--- src/rtl/led_bank_arbiter.sv ---
// Round-robin owner of the 4-bit LED bank shared by four pattern requesters.
// Enforces a minimum dwell before skip, preempts on timeout, and blanks LEDs for one cycle on handover.
module led_bank_arbiter #(
    parameter int unsigned DWELL_CYCLES   = 50000,
    parameter int unsigned TIMEOUT_CYCLES = 200000
) (
    input  logic        clk,
    input  logic        rst,
    input  logic [3:0]  req,
    input  logic [15:0] req_pat,
    input  logic        skip,
    output logic [3:0]  gnt,
    output logic [1:0]  owner,
    output logic        busy,
    output logic [3:0]  led
);

    localparam int unsigned CNT_W     = 32;
    localparam logic [CNT_W-1:0] CNT_MAX   = CNT_W'(TIMEOUT_CYCLES - 1);
    localparam logic [CNT_W-1:0] DWELL_MIN = CNT_W'(DWELL_CYCLES - 1);

    typedef enum logic [1:0] {
        S_IDLE   = 2'd0,
        S_OWN    = 2'd1,
        S_SWITCH = 2'd2
    } state_t;

    state_t             state_q, state_d;
    logic [CNT_W-1:0]   cnt_q, cnt_d;
    logic [1:0]         last_q, last_d;
    logic [3:0]         gnt_d;
    logic [1:0]         owner_d;
    logic               busy_d;
    logic [3:0]         led_d;

    logic               any_req;
    logic               others;
    logic               exit_own;
    logic [1:0]         pick;
    logic [3:0]         own_pat;

    // First requester after last, wrapping; the previous owner is checked last.
    function automatic logic [1:0] rr_pick(input logic [3:0] r, input logic [1:0] l);
        logic [1:0] idx;
        rr_pick = l;
        for (int k = 4; k >= 1; k--) begin
            idx = l + 2'(k);
            if (r[idx]) rr_pick = idx;
        end
    endfunction

    always_comb begin
        any_req  = |req;
        others   = |(req & ~gnt);
        pick     = rr_pick(req, last_q);
        own_pat  = req_pat[{owner, 2'b00} +: 4];
        exit_own = !req[owner]
                 || (skip && (cnt_q >= DWELL_MIN) && others)
                 || ((cnt_q == CNT_MAX) && others);
    end

    always_ff @(posedge clk or posedge rst) begin
        if (rst) begin
            state_q <= S_IDLE;
            cnt_q   <= '0;
            last_q  <= 2'd3;
            gnt     <= '0;
            owner   <= '0;
            busy    <= 1'b0;
            led     <= '0;
        end else begin
            state_q <= state_d;
            cnt_q   <= cnt_d;
            last_q  <= last_d;
            gnt     <= gnt_d;
            owner   <= owner_d;
            busy    <= busy_d;
            led     <= led_d;
        end
    end

    always_comb begin
        state_d = state_q;
        case (state_q)
            S_IDLE:   if (any_req) state_d = S_OWN;
            S_OWN:    if (exit_own) state_d = S_SWITCH;
            S_SWITCH: state_d = any_req ? S_OWN : S_IDLE;
            default:  state_d = S_IDLE;
        endcase
    end

    always_comb begin
        gnt_d   = gnt;
        owner_d = owner;
        busy_d  = busy;
        led_d   = led;
        cnt_d   = cnt_q;
        last_d  = last_q;
        case (state_q)
            S_IDLE, S_SWITCH: begin
                gnt_d  = '0;
                busy_d = 1'b0;
                led_d  = '0;
                if (any_req) begin
                    gnt_d   = 4'b0001 << pick;
                    owner_d = pick;
                    busy_d  = 1'b1;
                    cnt_d   = '0;
                end
            end
            S_OWN: begin
                if (exit_own) begin
                    gnt_d  = '0;
                    busy_d = 1'b0;
                    led_d  = '0;
                    last_d = owner;
                end else begin
                    led_d = own_pat;
                    cnt_d = (cnt_q == CNT_MAX) ? cnt_q : cnt_q + CNT_W'(1);
                end
            end
            default: begin
                gnt_d  = '0;
                busy_d = 1'b0;
                led_d  = '0;
            end
        endcase
    end

endmodule

--- config.mk ---
export PLATFORM = sky130hd
export DESIGN_NAME = led_bank_arbiter
export DESIGN_NICKNAME = d
export VERILOG_FILES = /design/src/rtl/led_bank_arbiter.sv
export SDC_FILE = /design/constraint.sdc
export NUM_CORES = 1
export LEC_CHECK = 0
export BUFFER_PORTS_ARGS = -buffer_cell sky130_fd_sc_hd__buf_2
export CORE_MARGIN = 5
export CORE_UTILIZATION = 62
export DETAILED_ROUTE_END_ITERATION = 8
export PLACE_DENSITY = 0.85
export REMOVE_ABC_BUFFERS = 1
export SLEW_MARGIN = 20
export SYNTH_ARGS = -nofsm -noshare
export SYNTH_HDL_FRONTEND = slang
export SYNTH_SLANG_ARGS = --single-unit
--- constraint.sdc ---
create_clock -name clk -period 6.55 [get_ports clk]
set_clock_uncertainty 0.05 [all_clocks]
set_input_delay 0.655 -clock clk [delete_from_list [all_inputs] [get_ports clk]]
set_output_delay 0.655 -clock clk [all_outputs]
set_load 0.005 [all_outputs]
==> results of run 1 <==
## sequential cells by signal, indices dropped and copies added, names as in the netlist
name	flops
owner	2
gnt	4
last_q	2
led	4
state_q	2
busy	1
cnt_q	32
## through the flow
step	utilization	hold WS (ns)	cells	setup slack (ns)	area [um^2]
global placement	0.689	0.416	340	3.71	2760
finish	0.722	0.439	348	3.58	2890
CTS	0.722	0.442	348	3.60	2890
detailed placement	0.689	0.422	340	3.61	2760
global route	0.722	0.491	348	3.41	2890
floorplan	-	0.421	255	3.73	2510
## synthesized netlist by cell type (2+ instances only)
cell / number / share of area
o211ai_1: 5 / 0.015
clkbuf_1: 8 / 0.012
o311ai_0: 2 / 0.0068
nor3_1: 3 / 0.0058
inv_1: 6 / 0.0088
nor2_1: 13 / 0.019
nand3_1: 12 / 0.023
and2_1: 6 / 0.015
nand2_1: 24 / 0.035
o41ai_1: 2 / 0.0068
buf_2: 3 / 0.0058
nand2b_1: 5 / 0.012
a21oi_1: 24 / 0.047
dfstp_2: 2 / 0.020
a21o_1: 2 / 0.0058
mux4_2: 5 / 0.044
a22o_1: 2 / 0.0068
or4_1: 11 / 0.032
and3_1: 3 / 0.0073
mux2_2: 2 / 0.0088
dfrtp_1: 45 / 0.44
or3_1: 14 / 0.034
and4_1: 3 / 0.010
o2bb2ai_1: 2 / 0.0068
mux2i_1: 4 / 0.016
nand4_1: 8 / 0.020
nor4_1: 6 / 0.015
o31ai_1: 10 / 0.029
o21ai_0: 19 / 0.037
## kinds of logic (layout without fill, tap and decap cells)
kind of cell | after synthesis | in the layout | synth area share
AND/OR/NAND/NOR | 113 | 113 | 0.245
AO/OA/AOI/OAI | 76 | 76 | 0.188
flip-flops | 47 | 47 | 0.459
buffers and inverters | 18 | 49 | 0.0307
multiplexers | 11 | 11 | 0.0683
adder cells (fa/ha/maj) | 1 | 1 | 0.00487
XOR/XNOR | 1 | 1 | 0.00341
## power groups by stage
stage                     Combinational, mW  Sequential [mW]  Clock (mW)
after floorplan                       0.193            0.391           0
after global placement                0.291            0.395           0
after detailed placement              0.296            0.397           0
after CTS                             0.298            0.392       0.250
after global routing                  0.330            0.401       0.263
final                                 0.296            0.391       0.246
## worst max-delay path by stage
| stage | startpoint | to | slack, ns | cells after the start |
|---|---|---|---|---|
| detailed placement | cnt_q[0] | cnt_q[27] | 3.61 | 8 |
| global placement | cnt_q[0] | cnt_q[27] | 3.71 | 8 |
| floorplan | cnt_q[0] | cnt_q[25] | 3.73 | 7 |
| global route | cnt_q[0] | cnt_q[29] | 3.41 | 8 |
| CTS | cnt_q[0] | cnt_q[27] | 3.60 | 8 |
| finish | cnt_q[0] | cnt_q[26] | 3.58 | 8 |
## layer usage
| layer | routed length, um | track usage |
|---|---|---|
| met4 | 65 | 0.0632 |
| met1 | 2420 | 0.317 |
| met3 | 144 | 0.0338 |
| met2 | 2680 | 0.367 |
| met5 | 0 | 0 |
## layout make-up
type,instances,share of cell area
clock buffers,6,0.0251
clock inverters,2,0.0208
inverters,6,0.00780
multi-input cells,202,0.454
flip-flops and latches,47,0.408
well taps,50,0.0217
repair buffers,35,0.0624
==> impl_metrics.ini, run 1 <==
[floorplan]
ios = 34
die_h_um = 74.3
die_area_um2 = 5530
start_util = 0.642
die_w_um = 74.3
core_um2 = 4000
rows = 23

[sta]
post-route-period-util = 0.454
max_freq_mhz = 337
tightestPinTransition_ns = 0.941
min_period_ns = 2.97
final_max_slew_viol_count = 0
maxSlewHeadroom = 0.372
rsz0062_at_grt = false
tns_ns = 0
finalSetupViolations = 0
hold_violations = 0

[route]
drtAntennaViolNets = 0
drt_first_iter_violations = 140
drc = 0
num_vias = 2236
viasPerCell = 6.43
first_pass_iters = 4
finalWirelength_um = 5310
avgRoutedWirePerCell_um = 15.3

[worst_setup_path]
worstPathRequired_ns = 6.73
path_common_cell = or4_1
worstRegToRegCells = 8
start_kind = flip-flop
regToRegStartpoint = cnt_q[0]
crit_path_cell_trace = ha_1, and3_1, or4_1, a311oi_2, o21ai_2, buf_4, or4_1, a21oi_1
end_kind = flip-flop
r2r-end = cnt_q[26]
cp_slowest_cell = or4_1
worst-path-max-fanout = 47
r2r_slack_ns = 3.58
path_buf_inv = 1
arrival_ns = 3.15
critPathTopFamily = simple AND/OR/NAND/NOR gates
critical_path.max_stage_delay_ns = 0.55
critical_path_class = flip-flop to flip-flop

[global_routing]
antenna_found_initial = 0
grt_max_degree = 48
grt-ovfl-total = 0
grt_pass1_wl_um = 9740
grt_pass1_vias = 2109
grt_use_total = 0.225

[power_and_ir_drop]
p_int_mw = 0.620
p_leak_nw = 1.22
clockPowerShare = 0.264
switchingPower_mw = 0.313
power_mw = 0.933
sw_frac_of_total = 0.335
p_seq_frac = 0.419
ir_worst_vdd_mv = 0.302
power.density_nw_per_um2 = 323
combinationalPowerShare = 0.317

[outcome]
run_status = completed

[clocking]
cts.sinks = 47
clkTransAtPathRegs_ns = 0.09
cts_buffers = 5
root_buffer = clkbuf_8
cts_resized = 0
max-clock-path-buffers = 2
insertion_delay_ns = 0.30
ctsHoldBuffers = 0
cts_tree = built
postCtsSetupBuffers = 0
htree_levels = 2

[synthesis]
synth_cell_types = 45
avgSynthCellArea_um2 = 9.61
ys_seq_area_frac = 0.459
synth_area_um2 = 2570
yosysWarningCount = 0
syn_inst = 267
synth_edf_count = 0
ys_ff_latch = 47
synthArstFlopShare = 1.00
synthFlopType = dfrtp_1

[min_path]
hold_class = flip-flop to flip-flop
holdPathEnd = busy
worstHoldPathCells = 1
hp-start = busy

[finish]
num-nets-final = 321
area_delta_synth_final_pct = 12.6
regArea_um2 = 1180
drive_gt1_frac = 0.195
final_common_cell = dfrtp_1
multi_input_area_um2 = 1310
antennaDiodeCount = 0
fillCellCount = 286
final_cell_mix = dfrtp_1 (45), buf_2 (33), nand2_1 (24), a21oi_1 (23), o21ai_0 (19)

[placed_design]
gp_congestion = 0.850
io_buffers = 33
dp_hpwl_um = 3800

[job]
cap_violations = 0
No activity file was read; power rests on OpenSTA's default activity.
==> run 2, diff against run 1 <==
--- a/config.mk
+++ b/config.mk
@@ -5,11 +5,12 @@
 export SDC_FILE = /design/constraint.sdc
 export NUM_CORES = 1
 export LEC_CHECK = 0
+export ABC_AREA = 1
 export BUFFER_PORTS_ARGS = -buffer_cell sky130_fd_sc_hd__buf_2
 export CORE_MARGIN = 5
-export CORE_UTILIZATION = 62
+export CORE_UTILIZATION = 60
 export DETAILED_ROUTE_END_ITERATION = 8
-export PLACE_DENSITY = 0.85
+export PLACE_DENSITY = 0.81
 export REMOVE_ABC_BUFFERS = 1
 export SLEW_MARGIN = 20
 export SYNTH_ARGS = -nofsm -noshare
==> constraint.sdc (replaced) <==
create_clock -name clk -period 2.74 [get_ports clk]
set_clock_uncertainty 0.05 [all_clocks]
set_input_delay 0.274 -clock clk [delete_from_list [all_inputs] [get_ports clk]]
set_output_delay 0.274 -clock clk [all_outputs]
set_load 0.005 [all_outputs]
==> impl_metrics.ini, run 2 <==
[job]
cap_violations = 0

[power_and_ir_drop]
switchingPower_mw = 1.28
combinationalPowerShare = 0.470
p_seq_frac = 0.341
sw_frac_of_total = 0.473
power.density_nw_per_um2 = 733
p_int_mw = 1.42
ir_worst_vdd_mv = 0.740
p_leak_nw = 1.76
clockPowerShare = 0.189

[clocking]
postCtsSetupBuffers = 0
root_buffer = clkbuf_8
clkTransAtPathRegs_ns = 0.10
insertion_delay_ns = 0.30
cts.sinks = 47
max-clock-path-buffers = 2
ctsHoldBuffers = 0
cts_tree = built
htree_levels = 2
cts_resized = 0
cts_buffers = 5

[placed_design]
io_buffers = 33
place_area_um2 = 3570
gp_congestion = 0.950
dp_hpwl_um = 6010

[finish]
final_common_cell = nand2_1
reg_top3 = cnt_q: 32 flops, gnt: 4 flops, led: 4 flops
final_cell_mix = nand2_1 (177), nor2_1 (112), dfrtp_1 (45), inv_1 (35), buf_2 (33)
drive_gt1_frac = 0.144
antennaDiodeCount = 0
area_delta_synth_final_pct = 8.48
largest_reg_flops = 32
num-nets-final = 566
finalInstanceArea_um2 = 3680
largest-register = cnt_q

[synthesis]
synth_edf_count = 0
syn_inst = 514
synth_cell_types = 30
synth_most_common_cell = nand2_1
synthFlopType = dfrtp_1
synth_top_area_frac = 0.332
ys_ff_latch = 47
synth_top_area_cell = dfrtp_1
yosys-top-cells-area = dfrtp_1 (33%), nand2_1 (20%), nor2_1 (12%), nand3_2 (6.5%), xor2_1 (4.9%)
netlist_top_cells_count = nand2_1 (177), nor2_1 (112), dfrtp_1 (45)
avgSynthCellArea_um2 = 6.60
synthArstFlopShare = 1.00
ys_seq_area_frac = 0.347
synth_area_um2 = 3390
yosysWarningCount = 0

[outcome]
run_status = completed

[floorplan]
start_util = 0.616
core_um2 = 5510
ios = 34
rows = 27
die_area_um2 = 7260
die_w_um = 85.2
die_h_um = 85.2

[sta]
hold_ws_ns = 0.0333
finalSetupViolations = 0
min_period_ns = 2.27
final_max_slew_viol_count = 0
tns_ns = 0
hold_violations = 0
max_freq_mhz = 440
rsz0062_at_grt = false
maxSlewHeadroom = 0.311
post-route-period-util = 0.830
tightestPinTransition_ns = 1.03

[route]
drc = 0
drt_first_iter_violations = 299
avgRoutedWirePerCell_um = 13.3
finalWirelength_um = 8180
first_pass_iters = 5
drtAntennaViolNets = 0
viasPerCell = 5.42
num_vias = 3336

[worst_setup_path]
critical_path_class = flip-flop to flip-flop
worstPathRequired_ns = 2.93
cp_slowest_cell = nand2_2
critical_path.max_stage_delay_ns = 0.50
worst-path-max-fanout = 32
critPathTopFamily = simple AND/OR/NAND/NOR gates
arrival_ns = 2.46
start_kind = flip-flop
path_buf_inv = 1
path_common_cell = nand2_1
end_kind = flip-flop
crit_path_cell_trace = ha_1, nand3_4, inv_2, nand2_1, nor2_2, nand3_2, nand3_2, nand2_2, nand2_2, nand2_1, nand2_1

[global_routing]
grt_pass1_wl_um = 14100
antenna_found_initial = 0
grt-ovfl-total = 0
grt_pass1_vias = 3113
grt_max_degree = 48
grt_use_total = 0.234

[min_path]
hold_class = input port to asynchronous set/reset pin
==> run 2: cell types whose count changed after synthesis, sizes merged, moves of 10 or more <==
cell	change
a21oi	-15
inv	+32
nand2	+156
nand3	+34
nor2	+100
o31ai	-10
or3	-14
or4	-11
xor2	+18
==> run 2: cell type report <==
type,count,area (um^2)
Inverter,38,144
Tap cell,72,90.1
Fill cell,482,1830
Multi-Input combinational cell,414,1970
Clock inverter,3,43.8
Timing Repair Buffer,36,188
Clock buffer,5,68.8
Sequential cell,47,1180
==> run 2: stage by stage <==
step | setup WS [ns] | util | power, mW | std cells
after floorplan | 0.299 | - | 1.77 | 499
after global placement | 0.574 | 0.648 | 2.14 | 607
after detailed placement | 0.516 | 0.648 | 2.17 | 607
after CTS | 0.484 | 0.668 | 2.69 | 615
after global routing | 0.271 | 0.668 | 2.92 | 615
final | 0.466 | 0.668 | 2.70 | 615
==> run 2: cell families (layout without fill, tap and decap cells) <==
family / count (synthesis) / count (layout) / synth area share
compound gates: 28 / 28 / 0.0435
buf+inv: 53 / 82 / 0.0726
fa+ha+maj: 1 / 1 / 0.00369
xor+xnor: 26 / 26 / 0.0671
flops: 47 / 47 / 0.347
simple gates: 359 / 359 / 0.466
==> run 2: path summary, 6_finish.rpt <==
path / slack [ns] / endpoint / depth (start not counted) / startpoint
worst max-delay path: 0.47 / cnt_q[6] / 11 / cnt_q[0]
worst min-delay path: 0.03 / owner[0] / 2 / rst
worst max register to register: 0.47 / cnt_q[6] / 11 / cnt_q[0]
worst min register to register: 0.44 / busy / 2 / busy
max in group asynchronous: 2.11 / cnt_q[12] / 2 / rst
min in group clk: 0.23 / led[1] / 3 / req_pat[13]
==> run 2: power groups by stage <==
stage               clock (mW)  sequential (mW)  combinational [mW]
floorplan                    0            0.918               0.856
global placement             0            0.922                1.22
detailed placement           0            0.929                1.25
CTS                      0.522            0.916                1.25
global route             0.550            0.936                1.43
finish                   0.511            0.920                1.27
==> run 2: per-layer routing <==
| layer | share of wire | track usage | vias up | wire (um) |
|---|---|---|---|---|
| met2 | 0.46 | 0.362 | 125 | 3770 |
| met1 | 0.47 | 0.344 | 1538 | 3810 |
| met4 | 0.0098 | 0.0604 | 0 | 80 |
| met5 | 0 | 0 | - | 0 |
| li1 | - | - | 1662 | - |
| met3 | 0.063 | 0.0350 | 11 | 517 |
